## config.mk

```make
export PLATFORM = sky130hd
export DESIGN_NAME = mvu_jump_agu
export DESIGN_NICKNAME = d
export VERILOG_FILES = /design/src/rtl/mvu_pkg.sv /design/src/rtl/mvu_agu_lvlsel.sv /design/src/rtl/mvu_jump_agu.sv
export SDC_FILE = /design/constraint.sdc
export NUM_CORES = 1
export LEC_CHECK = 0
export ABC_AREA = 0
export BUFFER_PORTS_ARGS = -buffer_cell sky130_fd_sc_hd__buf_2
export CORE_MARGIN = 4
export CORE_UTILIZATION = 58
export CTS_CLUSTER_SIZE = 20
export DETAILED_ROUTE_END_ITERATION = 12
export HOLD_SLACK_MARGIN = 0.03
export PLACE_DENSITY = 0.81
export SLEW_MARGIN = 5
export SYNTH_ARGS = -nofsm -noshare
export SYNTH_HDL_FRONTEND = slang
export SYNTH_SLANG_ARGS = --single-unit
export TNS_END_PERCENT = 5
```

## constraint.sdc

```tcl
create_clock -name clk -period 5.3 [get_ports clk]
set_input_delay 0.53 -clock clk [delete_from_list [all_inputs] [get_ports clk]]
set_output_delay 0.53 -clock clk [all_outputs]
set_load 0.05 [all_outputs]
```

## src/rtl/mvu_pkg.sv

```systemverilog
// Shared constants and types for the MVU jump address generator.
// Optional feature macro: MVU_AGU_LOOPFLAGS_EN (per-level loop-end flags).
package mvu_pkg;

  localparam int NJUMPS  = 5;        // number of loop levels
  localparam int BADDR   = 15;       // address width
  localparam int BJUMP   = 15;       // signed stride width
  localparam int BLENGTH = 15;       // per-level iteration-length width
  localparam int BCNTDWN = BLENGTH;  // width of each per-level countdown counter

  typedef enum logic {
    IDLE = 1'b0,
    RUN  = 1'b1
  } agu_state_t;

endpackage

```

## src/rtl/mvu_agu_lvlsel.sv

```systemverilog
// Level selector: picks the lowest loop level whose countdown is non-zero
// and flags every level below it for reload with its iteration length.
module mvu_agu_lvlsel #(
  parameter int NJUMPS = mvu_pkg::NJUMPS
) (
  input  logic [NJUMPS-1:0] cnt_zero,
  output logic [NJUMPS-1:0] sel,
  output logic [NJUMPS-1:0] reload
);

  import mvu_pkg::*;

  // Priority encode from level 0 upward; levels passed over are exhausted.
  always_comb begin
    logic found;
    // NOTE: every output gets a default before the loop so no path leaves
    // a bit unassigned, which would otherwise infer a latch.
    sel    = '0;
    reload = '0;
    found  = 1'b0;
    for (int i = 0; i < NJUMPS; i++) begin
      if (!found) begin
        if (cnt_zero[i]) begin
          reload[i] = 1'b1;
        end else begin
          sel[i] = 1'b1;
          found  = 1'b1;
        end
      end
    end
  end

endmodule

```

## src/rtl/mvu_jump_agu.sv

```systemverilog
// Nested-loop address generator: NJUMPS levels, each with its own signed
// stride and iteration length, one address per accepted valid/ready beat.
// Optional feature macro: MVU_AGU_LOOPFLAGS_EN adds loop_end_o.
module mvu_jump_agu #(
  parameter int NJUMPS  = mvu_pkg::NJUMPS,
  parameter int BADDR   = mvu_pkg::BADDR,
  parameter int BJUMP   = mvu_pkg::BJUMP,
  parameter int BLENGTH = mvu_pkg::BLENGTH
) (
  input  logic                      clk,
  input  logic                      rst_n,
  input  logic                      start,
  input  logic                      clr,
  input  logic [BADDR-1:0]          base_addr,
  input  logic [NJUMPS*BJUMP-1:0]   jump,
  input  logic [NJUMPS*BLENGTH-1:0] length,
  output logic [BADDR-1:0]          addr_o,
  output logic                      valid_o,
  input  logic                      ready_i,
  output logic                      last_o,
  output logic                      busy_o,
  output logic                      done_o
`ifdef MVU_AGU_LOOPFLAGS_EN
  ,
  output logic [NJUMPS-1:0]         loop_end_o
`endif
);

  import mvu_pkg::*;

  agu_state_t         state_q;
  logic [BADDR-1:0]   addr_q;
  logic               valid_q;
  logic               done_q;
  logic [BLENGTH-1:0] cnt_q  [NJUMPS];
  logic [BLENGTH-1:0] len_q  [NJUMPS];
  logic [BJUMP-1:0]   jump_q [NJUMPS];

  logic [NJUMPS-1:0]  cnt_zero;
  logic [NJUMPS-1:0]  sel;
  logic [NJUMPS-1:0]  reload;
  logic [BADDR-1:0]   step;
  logic               all_zero;
  logic               accept;

  // Flag exhausted levels from the registered counters.
  always_comb begin
    cnt_zero = '0;
    for (int i = 0; i < NJUMPS; i++) begin
      cnt_zero[i] = (cnt_q[i] == '0);
    end
  end

  mvu_agu_lvlsel #(
    .NJUMPS (NJUMPS)
  ) u_lvlsel (
    .cnt_zero (cnt_zero),
    .sel      (sel),
    .reload   (reload)
  );

  // Sign-extended stride of the selected level; wraps modulo 2^BADDR.
  always_comb begin
    step = '0;
    for (int i = 0; i < NJUMPS; i++) begin
      if (sel[i]) begin
        step = step | BADDR'($signed(jump_q[i]));
      end
    end
  end

  assign all_zero = &cnt_zero;
  assign accept   = valid_q & ready_i;

  // Sequencer: launch, step through the loop nest, abort on clr.
  always_ff @(posedge clk or negedge rst_n) begin
    if (!rst_n) begin
      state_q <= IDLE;
      addr_q  <= '0;
      valid_q <= 1'b0;
      done_q  <= 1'b0;
      // NOTE: the shadow registers are reset along with the counters; they
      // are a handful of flops, and it keeps unknowns out of the datapath.
      for (int i = 0; i < NJUMPS; i++) begin
        cnt_q[i]  <= '0;
        len_q[i]  <= '0;
        jump_q[i] <= '0;
      end
    end else begin
      // NOTE: non-blocking assignments throughout, so every branch reads the
      // pre-edge state regardless of statement order.
      done_q <= 1'b0;
      if (clr) begin
        state_q <= IDLE;
        valid_q <= 1'b0;
        for (int i = 0; i < NJUMPS; i++) begin
          cnt_q[i] <= '0;
        end
      end else begin
        case (state_q)
          IDLE: begin
            if (start) begin
              state_q <= RUN;
              valid_q <= 1'b1;
              addr_q  <= base_addr;
              for (int i = 0; i < NJUMPS; i++) begin
                len_q[i]  <= length[i*BLENGTH +: BLENGTH];
                jump_q[i] <= jump[i*BJUMP +: BJUMP];
                cnt_q[i]  <= length[i*BLENGTH +: BLENGTH];
              end
            end
          end
          RUN: begin
            if (accept) begin
              if (all_zero) begin
                state_q <= IDLE;
                valid_q <= 1'b0;
                done_q  <= 1'b1;
              end else begin
                addr_q <= addr_q + step;
                for (int i = 0; i < NJUMPS; i++) begin
                  if (reload[i]) begin
                    cnt_q[i] <= len_q[i];
                  end else if (sel[i]) begin
                    cnt_q[i] <= cnt_q[i] - BLENGTH'(1);
                  end
                end
              end
            end
          end
          default: state_q <= IDLE;
        endcase
      end
    end
  end

  assign addr_o  = addr_q;
  assign valid_o = valid_q;
  assign last_o  = valid_q & all_zero;
  assign busy_o  = (state_q == RUN);
  assign done_o  = done_q;

`ifdef MVU_AGU_LOOPFLAGS_EN
  // Level i completes on this beat when levels 0..i are all exhausted.
  always_comb begin
    logic acc;
    acc        = 1'b1;
    loop_end_o = '0;
    for (int i = 0; i < NJUMPS; i++) begin
      acc           = acc & cnt_zero[i];
      loop_end_o[i] = valid_q & acc;
    end
  end
`endif

endmodule

```

Yosys cells after proc, flatten, opt, wreduce, memory -nomap -nowiden
Cells that the tools add are included.

Register bits: 243. Bits of input ports: 170. Output and inout port bits: 19. Word-level logic and storage cells: 119.

$add $sub $neg: 6. Equality and inequality tests: 12. Multiplexer cells: 60. Bitwise gates (word level): 8. Reduce and logical (&&, ||, !) cells: 14.

Operator list (number): 2-to-1 mux 75 bit (4); 2-to-1 mux 15 bit (18); case mux 75 bit (2 select lines) (1); logical NOT 15 bit (5); subtractor 15 x 1 -> 15 bit, second input constant (5); bitwise OR 15 bit (4); 2-to-1 mux 1 bit (34); case mux 15 bit (2 select lines) (1); AND reduction 4 bit (6); inequality test 4 x 2 -> 1 bit, second input constant (4); adder 15 bit (1); inequality test 3 x 2 -> 1 bit, second input constant (2); inequality test 3 bit, second input constant (2); AND reduction 3 bit (2); AND reduction 5 bit (1); inequality test 2 bit, second input constant (2); inequality test 4 x 3 -> 1 bit, second input constant (1); case mux 1 bit (2 select lines) (2); AND 1 bit (2); inequality test 2 x 1 -> 1 bit, second input constant (1); NOT 1 bit (2).

Logic depth before layout (Yosys ltp)
Depth in word-level cells: 14. Gate-level depth with buffers: 21. Gate-level depth less buffers: 19.

Cells and area by module
Synthesis repeated with hierarchy kept, for this count alone.

Cell total of the unflattened synthesis: 1570. Area, all modules: 13624.3 µm².

By module, submodules not included: mvu_jump_agu (times used 1, cells each 1559, area each 13559.3 µm², sequential area each 6080.8 µm²); mvu_agu_lvlsel (times used 1, cells each 11, area each 65.1 µm², sequential area each 0.0 µm²).

Least setup slack after synthesis
OpenSTA, ideal clock, no wires.

Path type: register to register. Start point: register cnt_q[42] (netlist name). End point: register addr_q[14] (netlist: addr_o[14]). Setup time: 131 ps. Data arrival time: 4665 ps. Required time: 5169 ps. Slack: 504 ps. Cell stages (with the launch flop): 19. Buffers on the path: 1. Clock period less this slack: 4796 ps. Cell sequence: dfrtp_1 > or4_1 > nor4_1 > nor2_1 > clkbuf_1 > a22oi_1 > o21ai_0 > a21oi_1 > nand2_1 > ha_1 > fa_1 > a211oi_1 > o21a_1 > o21ai_0 > a2111o_1 > a311oi_1 > xor2_1 > and3_1 > or3_1.

Longest elaborated chain between the ends: 12. Elaborated cells on any way between the ends: 19. Those cells by class: add/sub: 1; eq/ne: 1; mux: 12; bitwise: 2; reduce/logical: 3.

Ends and longest elaborated chain: from (decl) (RTL line mvu_jump_agu.sv:35) `logic [BLENGTH-1:0] cnt_q [NJUMPS];`; from (signal, indexed assignment) (RTL line mvu_jump_agu.sv:109) `cnt_q[i] <= length[i*BLENGTH +: BLENGTH];`; from (signal, indexed assignment) (RTL line mvu_jump_agu.sv:123) `cnt_q[i] <= len_q[i];`; from (signal, indexed assignment) (RTL line mvu_jump_agu.sv:125) `cnt_q[i] <= cnt_q[i] - BLENGTH'(1);`; logical NOT 15 bit (*) (RTL line mvu_jump_agu.sv:50) `cnt_zero[i] = (cnt_q[i] == '0);`; 2-to-1 mux 1 bit (RTL line mvu_agu_lvlsel.sv:23) `if (cnt_zero[i]) begin`; 2-to-1 mux 1 bit (RTL line mvu_agu_lvlsel.sv:22) `if (!found) begin`; 2-to-1 mux 15 bit (RTL line mvu_jump_agu.sv:66) `if (sel[i]) begin`; bitwise OR 15 bit (RTL line mvu_jump_agu.sv:67) `step = step | BADDR'($signed(jump_q[i]));`; 2-to-1 mux 15 bit (RTL line mvu_jump_agu.sv:66); bitwise OR 15 bit (RTL line mvu_jump_agu.sv:67); 2-to-1 mux 15 bit (RTL line mvu_jump_agu.sv:66); adder 15 bit (RTL line mvu_jump_agu.sv:120) `addr_q <= addr_q + step;`; 2-to-1 mux 15 bit (RTL line mvu_jump_agu.sv:115) `if (all_zero) begin`; 2-to-1 mux 15 bit (RTL line mvu_jump_agu.sv:114) `if (accept) begin`; case mux 15 bit (2 select lines) (RTL line mvu_jump_agu.sv:100) `case (state_q)`; to (signal assigned) (RTL line mvu_jump_agu.sv:105) `addr_q <= base_addr;`; to (signal assigned) (RTL line mvu_jump_agu.sv:120); to (decl) (RTL line mvu_jump_agu.sv:32) `logic [BADDR-1:0] addr_q;`.

Every way passes the cells marked *; elsewhere a longest branch is shown, timed or not. The select of a mux whose other input is x is not followed. A chain may end at the register's enable or synchronous reset.

Final worst setup path
Start point: register cnt_q[39] (netlist name). End point: register addr_q[14] (netlist: addr_o[14]).

The elaborated chain is that of the path after synthesis.

==> impl_metrics.csv <==
group,metric,value,unit
clocking,clk_latency,530,ps
global_route,track_usage,27.7,%
worst_setup_path,path_class,"flop to flop",
pwr,power_frac_seq,40.3,%
clocking,cts_tree,"yes",
floorplan,core-area,0.0220,sq mm
timing,max_freq,0.204,GHz
global_route,overflow,0,
timing,rsz0062_at_grt,"false",
synthesis,synth_top_family_by_area,"multiplexers",
min_path,hold_path_class,"input pin to asynchronous set/reset pin",
worst_setup_path,slowest_stage,"or4_1",
synthesis,synth_nets,1501,
placement,io_buffer_count,188,
floorplan,top_level_ports,189,
detailed_routing,finalWirelength,34700,um
global_route,grt_most_used_layer,"met2",
global_route,grt_pass1_vias,10800,
timing,skew,10.2,ps
placement,place_area,0.0142,sq mm
detailed_routing,first_iter_violations,748,
worst_setup_path,path_common_cell,"o21ai_0",
pwr,p_leak,6.73,nW
global_route,grt_use_met1,36.0,%
synthesis,synth_cell_types,68,
timing,setup_tns,0,ps
detailed_routing,via_count,10700,
timing,maxSlewViolCount,0,
global_route,grtUsageMet3,4.67,%
run,maxCapViolations,0,
synthesis,ys_warn_count,0,
finish,syn_to_final_growth,16.1,%
timing,fin_crit_sh,92.5,%
synthesis,ys.flop_type,"dfrtp_1",
worst_setup_path,start_kind,"flop",
clocking,cts-root-buf,"clkbuf_16",
timing,relSlewSlack,28.8,%
synthesis,avgSynthCellArea,10.0,sq um
floorplan,dieArea,0.0250,sq mm
clocking,ctsLongestPathBuffers,3,
synthesis,synth_edf_count,0,
timing,worst_pin_slew,1060,ps
pwr,p_int,4.17,mW
timing,whs,8.26,ps
worst_setup_path,arrival,5310,ps
pwr,power_frac_comb,27.2,%
pwr,netSwitchingFraction,32.3,%
global_route,grt_pass1_wl,55500,um
synthesis,synth.mux.area_fraction,15.4,%
worst_setup_path,cp_cell_sequence,"or4_1 > nor4_2 > buf_4 > nor2_2 > a22oi_1 > o21ai_0 > a21oi_1 > nand2_1 > ha_1 > fa_1 > a211oi_2 > o21a_1 > o21ai_0 > a2111o_1 > a311oi_2 > xor2_1 > and3_1 > or3_1",
worst_setup_path,slowest_delay,570,ps
detailed_routing,post_drt_wl_per_cell,19.7,um
synthesis,synthArstFlopShare,100,%
finish,drive_gt1_share,28.6,%
worst_setup_path,crit_path_max_fanout,14,
clocking,cts_sinks,242,
finish,fin_nets,1661,
synthesis,yosys.area_share.xor_xnor,3.55,%
synthesis,ys_seq_area_share,46.3,%
pwr,p_sw,1.98,mW
floorplan,die_h,158,um
timing,setup_viol,0,
global_route,grt_max_degree,139,
pwr,power_density,405,mW/mm^2
floorplan,core.rowCount,54,
run_status,outcome,"finished, final reports clean",
timing,fin_ws,396,ps
worst_setup_path,endpoint_kind,"flop",
worst_setup_path,reg2reg_depth,18,
finish,final_cells,1765,
global_route,use_met2,47.2,%
placement,gp_congestion,0.926,
worst_setup_path,r2r-start,"cnt_q[39]",
placement,hpwlAfterDp,23800,um
timing,fin_crit,4900,ps
synthesis,synthCells,1305,
detailed_routing,drc,0,
finish,final_util,69.0,%
floorplan,die_w,158,um
synthesis,synth_compound_area_share,14.4,%
placement,pre_cts_ws,98.0,ps
pwr,total_power,6.15,mW
global_route,antenna_found_initial,5,
synthesis,yosys.area_share.simple,14.7,%
synthesis,synth_fa_ha_area_share,2.54,%
pwr,p_clk_share,32.5,%
detailed_routing,ant_nets,0,
pwr,irDropWorstVdd,0.000342,V
timing,hold_violations,0,
clocking,h-tree-depth,1,
floorplan,start_util,59.4,%
worst_setup_path,crit_required,5700,ps
finish,stdcell_area,0.0152,sq mm
worst_setup_path,reg2reg_to,"addr_o[14]",
placement,post-place-cells,1716,
synthesis,syn_area,0.0131,sq mm
synthesis,ys_ff_latch,242,
detailed_routing,drt-vias-per-instance,6.08,
detailed_routing,drtPass1Iterations,5,
clocking,clk_pin_slew,60,ps
worst_setup_path,r2r_setup_slack,400,ps
clocking,numCtsBuffers,26,
how the worst max path moves through the flow:
stage / start / end / slack (ps) / cells after the start
floorplan: cnt_q[42] / addr_o[14] / 500 / 18
global placement: cnt_q[42] / addr_o[14] / 340 / 18
detailed placement: cnt_q[45] / addr_o[14] / 100 / 18
CTS: cnt_q[45] / addr_o[14] / 80 / 18
global route: cnt_q[39] / addr_o[14] / 80 / 18
finish: cnt_q[39] / addr_o[14] / 400 / 18
layout make-up:
class | count | area (sq um)
fillers | 1688 | 6840
multi-input cells | 973 | 6680
flip-flops and latches | 242 | 6060
repair buffers | 202 | 1080
clock buffers | 33 | 728
well taps | 280 | 350
clock inverters | 14 | 220
inverters | 20 | 75.1
diodes | 1 | 2.50
power by group through the flow:
stage / logic (mW) / registers (mW) / clock network, mW
finish: 1.67 / 2.48 / 2.00
global route: 1.85 / 2.52 / 2.11
CTS: 1.65 / 2.47 / 2.02
detailed placement: 1.63 / 2.50 / 0
global placement: 1.59 / 2.48 / 0
floorplan: 1.09 / 2.55 / 0
placed cells by master (no fill, tap or decap), drive strengths merged, types with 4 or more instances in the layout:
| cell type | n |
|---|---|
| dfrtp | 242 |
| buf | 202 |
| mux2 | 150 |
| nand2 | 139 |
| nor2 | 129 |
| a21oi | 102 |
| o21ai | 97 |
| nor3 | 39 |
| mux2i | 33 |
| clkbuf | 33 |
| xnor2 | 29 |
| ha | 25 |
| xor2 | 24 |
| o31ai | 22 |
| nor4 | 21 |
| inv | 20 |
| a22oi | 17 |
| nand3 | 14 |
| a31oi | 13 |
| or4 | 13 |
| a211oi | 13 |
| a221oi | 11 |
| a22o | 8 |
| clkinv | 8 |
| nand2b | 8 |
| o211ai | 6 |
| a21o | 6 |
| or3 | 6 |
| bufinv | 6 |
| and3 | 5 |
| nor4b | 5 |
| nand3b | 4 |
flip-flops by register name (all words and copies together), names as in the netlist:
| register | flops |
|---|---|
| cnt_q | 75 |
| jump_q | 75 |
| len_q | 74 |
| addr_o | 15 |
| busy_o | 1 |
| done_o | 1 |
| valid_o | 1 |
metal layers:
| metal | vias to the layer above | part of all wire (%) |
|---|---|---|
| li1 | 5029 | - |
| met1 | 5249 | 41 |
| met2 | 375 | 50 |
| met3 | 79 | 6.5 |
| met4 | 8 | 3.3 |
| met5 | - | 0.12 |
Yosys cell counts (all sizes together) (17+ instances only):
| cell type | count | share of area (%) |
|---|---|---|
| a21oi | 102 | 4.0 |
| a22oi | 17 | 0.98 |
| buf | 30 | 1.4 |
| clkbuf | 41 | 1.2 |
| dfrtp | 242 | 46 |
| ha | 25 | 2.4 |
| inv | 20 | 0.57 |
| mux2 | 150 | 13 |
| mux2i | 33 | 2.5 |
| nand2 | 139 | 4.0 |
| nor2 | 129 | 3.8 |
| nor3 | 39 | 1.5 |
| nor4 | 21 | 1.2 |
| o21ai | 97 | 3.9 |
| o31ai | 22 | 1.3 |
| xnor2 | 29 | 1.9 |
| xor2 | 24 | 1.6 |
critical path, delay by kind of cell, from the launching register on:
family,cells,cell delay [ps]
AO/OA/AOI/OAI,8,1760
XOR/XNOR,1,110
adder cells (fa/ha/maj),2,680
buffers and inverters,1,190
flip-flops,1,440
AND/OR/NAND/NOR,6,1580
logic make-up (layout without fill, tap and decap cells):
logic type	after synthesis	count (layout)
and+or+nand+nor	400	401
muxes	183	183
xor gates and xnor gates	53	53
other	0	1
AOI/OAI and AO/OA	310	310
buffers and inverters	91	269
DFF	242	242
adders and majority gates	26	26
repair_timing:
action                     in CTS  in global routing
setup buffers                   0                  0
setup endpoints to repair       0                  2
hold buffers                    0                  0
gates resized for setup         0                  6
Note: power is estimated with default switching activity, not from simulation.
